**config.mk**
```make
export PLATFORM = sky130hd
export DESIGN_NAME = riscv_test_monitor
export DESIGN_NICKNAME = d
export VERILOG_FILES = /design/src/rtl/monitor_pkg.sv /design/src/rtl/trace_ring.sv /design/src/rtl/riscv_test_monitor.sv
export SDC_FILE = /design/constraint.sdc
export NUM_CORES = 2
export LEC_CHECK = 0
export BUFFER_PORTS_ARGS = -buffer_cell sky130_fd_sc_hd__buf_4
export CAP_MARGIN = 20
export CORE_MARGIN = 1.5
export CORE_UTILIZATION = 64
export CTS_BUF_LIST = sky130_fd_sc_hd__clkbuf_2 sky130_fd_sc_hd__clkbuf_4 sky130_fd_sc_hd__clkbuf_8
export CTS_CLUSTER_SIZE = 8
export DETAILED_ROUTE_END_ITERATION = 10
export PLACE_DENSITY = 0.84
export SETUP_SLACK_MARGIN = 0.2
export SLEW_MARGIN = 15
export SYNTH_ARGS = -nofsm -noshare
export SYNTH_HDL_FRONTEND = slang
export SYNTH_SLANG_ARGS = --single-unit
export TNS_END_PERCENT = 10
```
**constraint.sdc**
```tcl
create_clock -name clk -period 3.1 [get_ports clk]
set_input_delay 0.155 -clock clk [delete_from_list [all_inputs] [get_ports clk]]
set_output_delay 0.155 -clock clk [all_outputs]
set_load 0.01 [all_outputs]
```
**src/rtl/monitor_pkg.sv**
```systemverilog
// Shared types and constants for the riscv-tests run monitor.
package monitor_pkg;

   typedef enum logic [1:0] {
      ST_IDLE    = 2'd0,
      ST_RUN     = 2'd1,
      ST_COLLECT = 2'd2,
      ST_DONE    = 2'd3
   } state_e;

   typedef enum logic [1:0] {
      STAT_IDLE    = 2'b00,
      STAT_PASS    = 2'b01,
      STAT_FAIL    = 2'b10,
      STAT_TIMEOUT = 2'b11
   } status_e;

   // "OK\n\0", first result register in the most significant byte
   localparam logic [31:0] DEFAULT_PASS_SIG = 32'h4F4B_0A00;

   function automatic logic [31:0] sat_inc32(input logic [31:0] v);
      return (v == 32'hFFFF_FFFF) ? v : v + 32'd1;
   endfunction

endpackage

```
**src/rtl/trace_ring.sv**
```systemverilog
// Ring buffer of the most recently retired {pc, insn} pairs, read relative to the newest entry.
module trace_ring #(
   parameter int XLEN        = 32,
   parameter int TRACE_DEPTH = 16
) (
   input  logic                           clk,
   input  logic                           rst_n,
   input  logic                           clear_i,
   input  logic                           push_i,
   input  logic [XLEN-1:0]                push_pc_i,
   input  logic [31:0]                    push_insn_i,
   input  logic [$clog2(TRACE_DEPTH)-1:0] rd_idx_i,
   output logic [XLEN-1:0]                rd_pc_o,
   output logic [31:0]                    rd_insn_o,
   output logic [$clog2(TRACE_DEPTH):0]   fill_o
);

   localparam int IW = $clog2(TRACE_DEPTH);

   logic [XLEN-1:0] pc_q   [TRACE_DEPTH];
   logic [31:0]     insn_q [TRACE_DEPTH];
   logic [IW-1:0]   wptr_q;
   logic [IW:0]     fill_q;
   logic [IW-1:0]   rd_slot_s;

   always_ff @(posedge clk or negedge rst_n) begin
      if (!rst_n) begin
         wptr_q <= '0;
         fill_q <= '0;
         for (int i = 0; i < TRACE_DEPTH; i++) begin
            pc_q[i]   <= '0;
            insn_q[i] <= '0;
         end
      end else if (clear_i) begin
         wptr_q <= '0;
         fill_q <= '0;
      end else if (push_i) begin
         pc_q[wptr_q]   <= push_pc_i;
         insn_q[wptr_q] <= push_insn_i;
         wptr_q         <= wptr_q + IW'(1);
         if (fill_q != (IW+1)'(TRACE_DEPTH)) begin
            fill_q <= fill_q + (IW+1)'(1);
         end
      end
   end

   // Stale slots beyond the fill count read as zero rather than old data.
   always_comb begin
      rd_slot_s = wptr_q - rd_idx_i - IW'(1);
      if ({1'b0, rd_idx_i} < fill_q) begin
         rd_pc_o   = pc_q[rd_slot_s];
         rd_insn_o = insn_q[rd_slot_s];
      end else begin
         rd_pc_o   = '0;
         rd_insn_o = 32'd0;
      end
   end

   assign fill_o = fill_q;

endmodule

```
**src/rtl/riscv_test_monitor.sv**
```systemverilog
// Run monitor: arms on start, watches retirement/trap, enforces a watchdog,
// reads result registers after trap and reports pass/fail/timeout.
module riscv_test_monitor
   import monitor_pkg::*;
#(
   parameter int XLEN           = 32,
   parameter int TIMEOUT_CYCLES = 5000,
   parameter int TRACE_DEPTH    = 16,
   parameter int RESULT_REGS    = 4,
   parameter int RESULT_BASE    = 10,
   parameter logic [8*RESULT_REGS-1:0] PASS_SIG = (8*RESULT_REGS)'(DEFAULT_PASS_SIG)
) (
   input  logic                           clk,
   input  logic                           resetn,
   input  logic                           start,
   input  logic                           retire,
   input  logic [XLEN-1:0]                retire_pc,
   input  logic [31:0]                    retire_insn,
   input  logic                           trap,
   output logic [4:0]                     reg_rd_addr,
   input  logic [XLEN-1:0]                reg_rd_data,
   input  logic [$clog2(TRACE_DEPTH)-1:0] trace_rd_idx,
   output logic [XLEN-1:0]                trace_rd_pc,
   output logic [31:0]                    trace_rd_insn,
   output logic [31:0]                    retired_count,
   output logic [8*RESULT_REGS-1:0]       result_bytes,
   output logic                           done,
   output logic [1:0]                     status
);

   localparam int CW = $clog2(TIMEOUT_CYCLES);
   localparam int KW = $clog2(RESULT_REGS + 1);
   localparam int RW = 8 * RESULT_REGS;
   localparam int IW = $clog2(TRACE_DEPTH);

   state_e          state_q, state_d;
   status_e         status_q, status_d;
   logic [CW-1:0]   cycle_q, cycle_d;
   logic [KW-1:0]   k_q, k_d;
   logic [31:0]     retired_q, retired_d;
   logic [RW-1:0]   result_q, result_d;
   logic [4:0]      addr_q, addr_d;
   logic            done_q, done_d;
   logic            arm_s, timeout_s, last_cap_s, push_s;
   logic [IW:0]     fill_s;
   logic            unused_s;

   assign arm_s      = start && ((state_q == ST_IDLE) || (state_q == ST_DONE));
   assign timeout_s  = (cycle_q == CW'(TIMEOUT_CYCLES - 1));
   assign last_cap_s = (k_q == KW'(RESULT_REGS));
   assign push_s     = (state_q == ST_RUN) && retire;
   assign unused_s   = ^{reg_rd_data[XLEN-1:8], fill_s};

   trace_ring #(
      .XLEN        (XLEN),
      .TRACE_DEPTH (TRACE_DEPTH)
   ) u_trace_ring (
      .clk         (clk),
      .rst_n       (resetn),
      .clear_i     (arm_s),
      .push_i      (push_s),
      .push_pc_i   (retire_pc),
      .push_insn_i (retire_insn),
      .rd_idx_i    (trace_rd_idx),
      .rd_pc_o     (trace_rd_pc),
      .rd_insn_o   (trace_rd_insn),
      .fill_o      (fill_s)
   );

   always_ff @(posedge clk or negedge resetn) begin
      if (!resetn) begin
         state_q <= ST_IDLE;
      end else begin
         state_q <= state_d;
      end
   end

   // Trap wins over a watchdog expiry landing in the same cycle.
   always_comb begin
      state_d = state_q;
      case (state_q)
         ST_IDLE:    if (start) state_d = ST_RUN; else state_d = ST_IDLE;
         ST_RUN:     if (trap) state_d = ST_COLLECT;
                     else if (timeout_s) state_d = ST_DONE;
                     else state_d = ST_RUN;
         ST_COLLECT: if (last_cap_s) state_d = ST_DONE; else state_d = ST_COLLECT;
         ST_DONE:    if (start) state_d = ST_RUN; else state_d = ST_DONE;
         default:    state_d = ST_IDLE;
      endcase
   end

   // k_q counts COLLECT cycles: address k is issued while k_q==k, its data lands while k_q==k+1.
   always_comb begin
      cycle_d   = cycle_q;
      k_d       = k_q;
      retired_d = retired_q;
      result_d  = result_q;
      addr_d    = 5'd0;
      done_d    = done_q;
      status_d  = status_q;
      if (arm_s) begin
         cycle_d   = '0;
         k_d       = '0;
         retired_d = 32'd0;
         result_d  = '0;
         done_d    = 1'b0;
         status_d  = STAT_IDLE;
      end else begin
         case (state_q)
            ST_RUN: begin
               cycle_d = cycle_q + CW'(1);
               if (retire) retired_d = sat_inc32(retired_q); else retired_d = retired_q;
               if (trap) begin
                  addr_d = 5'(RESULT_BASE);
                  k_d    = '0;
               end else if (timeout_s) begin
                  done_d   = 1'b1;
                  status_d = STAT_TIMEOUT;
               end else begin
                  addr_d = 5'd0;
               end
            end
            ST_COLLECT: begin
               k_d = k_q + KW'(1);
               if (k_q != '0) begin
                  result_d[8*(RESULT_REGS - int'(k_q)) +: 8] = reg_rd_data[7:0];
               end else begin
                  result_d = result_q;
               end
               if ((int'(k_q) + 1) < RESULT_REGS) begin
                  addr_d = 5'(RESULT_BASE + int'(k_q) + 1);
               end else begin
                  addr_d = 5'd0;
               end
               if (last_cap_s) begin
                  done_d   = 1'b1;
                  status_d = (result_d == PASS_SIG) ? STAT_PASS : STAT_FAIL;
               end else begin
                  done_d   = done_q;
               end
            end
            default: begin
               addr_d = 5'd0;
            end
         endcase
      end
   end

   always_ff @(posedge clk or negedge resetn) begin
      if (!resetn) begin
         cycle_q   <= '0;
         k_q       <= '0;
         retired_q <= 32'd0;
         result_q  <= '0;
         addr_q    <= 5'd0;
         done_q    <= 1'b0;
         status_q  <= STAT_IDLE;
      end else begin
         cycle_q   <= cycle_d;
         k_q       <= k_d;
         retired_q <= retired_d;
         result_q  <= result_d;
         addr_q    <= addr_d;
         done_q    <= done_d;
         status_q  <= status_d;
      end
   end

   assign reg_rd_addr   = addr_q;
   assign retired_count = retired_q;
   assign result_bytes  = result_q;
   assign done          = done_q;
   assign status        = status_q;

endmodule

```
==> results.py <==
metrics = {
    "clock_network": {
        "clock_tree.buffer_depth": 3,
        "clkLatencyLatePin_ns": 0.85,
        "h-tree-depth": 4,
        "clock_root_buffer": "sky130_fd_sc_hd__clkbuf_8",
        "cts_buffers": 177,
        "cts_tree": "yes",
        "clk_pin_slew_worst_paths_ns": 0.06,
        "clock-sinks": 1123,
    },
    "global_route": {
        "grt_antenna_before_repair": 8,
        "grt_first_pass_wirelength_um": 203000,
        "global_route.usage.total_pct": 32.4,
        "grt_start_max_net_pins": 95,
        "grt.overflow.total": 0,
        "first_global_vias": 35100,
    },
    "timing": {
        "timing.final.ws_setup_ns": -0.646,
        "max_freq_mhz": 267,
        "endpoints_failing_hold": 0,
        "final_tns_setup_ns": -35.49,
        "slew-limit-headroom_pct": 41.6,
        "skew_ns": 0.0239,
        "setup_repair_after_global_routing_missed_its_margin": "yes",
        "setup-violations-final": 64,
        "worst_slew_pin_slew_ns": 0.870,
        "timing.final.crit_share_pct": 121,
        "drv_slew": 0,
        "post_layout_min_period_ns": 3.75,
    },
    "worst_setup_path": {
        "worstSetupStartpointType": "flip-flop",
        "crit_arrival_ns": 3.59,
        "critical_path_slowest_stage_cell": "sky130_fd_sc_hd__fa_4",
        "cp_slowest_stage_delay_ns": 0.83,
        "r2r.worst_path.cells": 7,
        "cp.required_ns": 2.94,
        "crit_end_category": "output pin",
        "reg2reg_slack_ns": 0.27,
        "timing_worst_setup_path_type": "flip-flop to output pin",
        "r2r_end": "u_trace_ring.pc_q[435]$_DFFE_PN0P_",
        "critical-path-top-cell-by-count": "sky130_fd_sc_hd__buf_4",
        "crit_chain": "ha_4 -> fa_4 -> buf_4 -> bufbuf_16 -> mux4_2 -> mux2i_1 -> o22ai_1 -> buf_4 -> buf_4",
        "worstReg2RegStart": "state_q[0]$_DFF_PN0_",
        "crit_path_max_fanout": 12,
    },
    "power_and_ir_drop": {
        "cellPowerDensity_nw_per_um2": 677,
        "peak_vdd_ir_mv": 0.465,
        "reported_leakage_power_nw": 30.1,
    },
    "drt": {
        "drt_pre_antenna_iters": 5,
        "detail_route.iter0.violations": 2273,
        "num_vias": 31600,
        "sum_of_routed_wire_length_over_all_layers_um": 129000,
        "post_drt_via_cell_ratio": 6.43,
        "postRouteAntennaNets": 0,
        "post-route-drc-count": 0,
        "wl_per_cell_um": 26.2,
    },
    "place": {
        "placedCellCount": 4506,
        "place.gp.congestion": 0.917,
        "place_ws_ns": 0.124,
        "portBuffers": 216,
        "dp.final_hpwl_um": 74900,
        "placed_cell_area_um2": 55100,
    },
    "yosys": {
        "post-synth-top-area-cell": "sky130_fd_sc_hd__dfrtp_1",
        "yosysMostFrequentCell": "sky130_fd_sc_hd__dfrtp_1",
        "syn-num-nets": 3517,
        "netlist_top_cells_count": "sky130_fd_sc_hd__dfrtp_1, sky130_fd_sc_hd__mux2_1, sky130_fd_sc_hd__mux4_2",
        "synth_area_leaders": "sky130_fd_sc_hd__dfrtp_1, sky130_fd_sc_hd__mux2_1, sky130_fd_sc_hd__mux4_2",
        "yosys.area.top_type_share_pct": 54.8,
        "async_reset_ff_share_pct": 100,
        "synth_cell_type_count": 57,
        "synth_cells": 3388,
        "synth_warnings": 0,
        "syn_avg_cell_area_um2": 15.1,
        "mappedNetlistArea_um2": 51300,
        "synth.ff_latch_count": 1123,
        "synth.yosys.seq_area_share_pct": 54.8,
        "synth_edf_count": 0,
        "postSynth.topFlopCell": "sky130_fd_sc_hd__dfrtp_1",
    },
    "floorplan": {
        "ioPinCount": 241,
        "die_y_um": 286,
        "chip_width_um": 286,
        "num_rows": 103,
        "initial_utilization_pct": 64.8,
        "core_area_um2": 79100,
        "area_enclosed_by_the_die_boundary_um2": 81900,
    },
    "hold_path": {
        "worst_hold_startpoint": "reg_rd_data[1]",
        "worst_hold_path.endpoint": "result_bytes[1]$_DFFE_PN0P_",
        "worstHoldPathType": "input pin to flip-flop",
        "worst_hold_path.num_cells": 4,
    },
    "final_layout": {
        "footprint_of_the_multi_input_gates_um2": 22200,
        "final_nets": 3872,
        "seq_cell_area_um2": 28100,
        "number_of_filler_cells_placed_in_the_layout": 4407,
        "finish.utilization_pct": 76.0,
        "finalInstanceArea_um2": 60100,
        "final-instance-count-excl-fill": 4916,
        "syn_to_final_growth_pct": 17.1,
        "drive_above_1_share_pct": 26.8,
    },
    "run_status": {
        "status": "finished, violations left",
        "violated_checks": "negative setup slack",
    },
    "job": {
        "max_capacitance_violation_count": 0,
    },
}
cells by family (layout without fill, tap and decap cells):
group,after synthesis,after routing,share of synthesized area (%)
muxes,1412,1412,36.3
DFF,1123,1123,54.8
and+or+nand+nor,337,337,3.27
buffers and inverters,297,769,2.48
AOI/OAI and AO/OA,142,142,1.69
xor gates and xnor gates,53,53,0.905
adders and majority gates,24,24,0.600
other,0,6,0
state kept, by name, summed over array words and instances, names as in the netlist:
name,count
done,1
k_q,3
result_bytes,32
u_trace_ring.pc_q,512
retired_count,32
u_trace_ring.insn_q,512
status,2
reg_rd_addr,5
u_trace_ring.wptr_q,4
state_q,2
cycle_q,13
u_trace_ring.fill_o,5
what timing repair did:
action	CTS	global route
resized for setup	26	25
cloned	6	5
hold buffers	77	0
setup endpoints to repair	66	111
buffers inserted	15	5
pin swaps	3	7
endpoints found under the hold margin	1902	0
metrics by stage:
stage / total power, W / hold WS, ns
2_1_floorplan: 0.0239 / -0.141
3_3_place_gp: 0.0267 / 0.256
3_5_place_dp: 0.0273 / 0.268
4_1_cts: 0.0405 / 0.0979
5_1_grt: 0.0424 / 0.153
6_report: 0.0407 / 0.173
area by class of cell:
| cell class | count | share of cell area [%] |
|---|---|---|
| Sequential cell | 1123 | 46.8 |
| Multi-Input combinational cell | 1968 | 37.0 |
| Timing Repair Buffer | 453 | 8.04 |
| Clock buffer | 273 | 5.45 |
| Tap cell | 1050 | 2.19 |
| Clock inverter | 23 | 0.404 |
| Inverter | 20 | 0.125 |
| Antenna cell | 6 | 0.0250 |
worst max-delay path, delay by kind of cell, from the launching register on:
| kind | cells | cell delay, ns |
|---|---|---|
| muxes | 2 | 0.45 |
| adders and majority gates | 2 | 1.00 |
| buffers and inverters | 4 | 0.79 |
| DFF | 1 | 0.41 |
| AOI/OAI and AO/OA | 1 | 0.09 |
how the worst max path moves through the flow:
stage	from	to
6_report	u_trace_ring.wptr_q[0]$_DFFE_PN0P_	trace_rd_pc[31]
5_1_grt	u_trace_ring.wptr_q[0]$_DFFE_PN0P_	trace_rd_insn[0]
4_1_cts	u_trace_ring.wptr_q[0]$_DFFE_PN0P_	trace_rd_pc[21]
3_3_place_gp	k_q[1]$_DFFE_PN0P_	status[1]$_DFFE_PN0P_
3_5_place_dp	u_trace_ring.wptr_q[0]$_DFFE_PN0P_	trace_rd_pc[21]
2_1_floorplan	k_q[2]$_DFFE_PN0P_	status[1]$_DFFE_PN0P_
routing by layer:
metal  track usage [%]  vias to the layer above  routed length, um  share of wire, %
met2              54.0                     1150              65500                51
met4              12.5                        6               3910               3.0
met3              6.56                      270               8010               6.2
met1              42.4                    16900              51400                40
met5                 0                        -                 41             0.032
li1                  -                    13300                  -                 -
layout by cell type, fill, tap and decap left out, types with 49 or more instances in the layout:
master and count:
sky130_fd_sc_hd__dfrtp_1 1121, sky130_fd_sc_hd__nor2_1 75, sky130_fd_sc_hd__mux2i_1 117, sky130_fd_sc_hd__buf_4 283, sky130_fd_sc_hd__mux2_2 49, sky130_fd_sc_hd__dlygate4sd3_1 76, sky130_fd_sc_hd__mux2_1 977, sky130_fd_sc_hd__buf_12 70
sky130_fd_sc_hd__clkbuf_8 196, sky130_fd_sc_hd__mux4_2 256, sky130_fd_sc_hd__o22ai_1 59, sky130_fd_sc_hd__nand2_1 92, sky130_fd_sc_hd__clkbuf_4 77
report_power, final:
group          switching (W)  internal, W
clock network        0.00572      0.00688
registers            0.00105       0.0166
logic                0.00508      0.00539
Power figures use the tool's default switching activity.
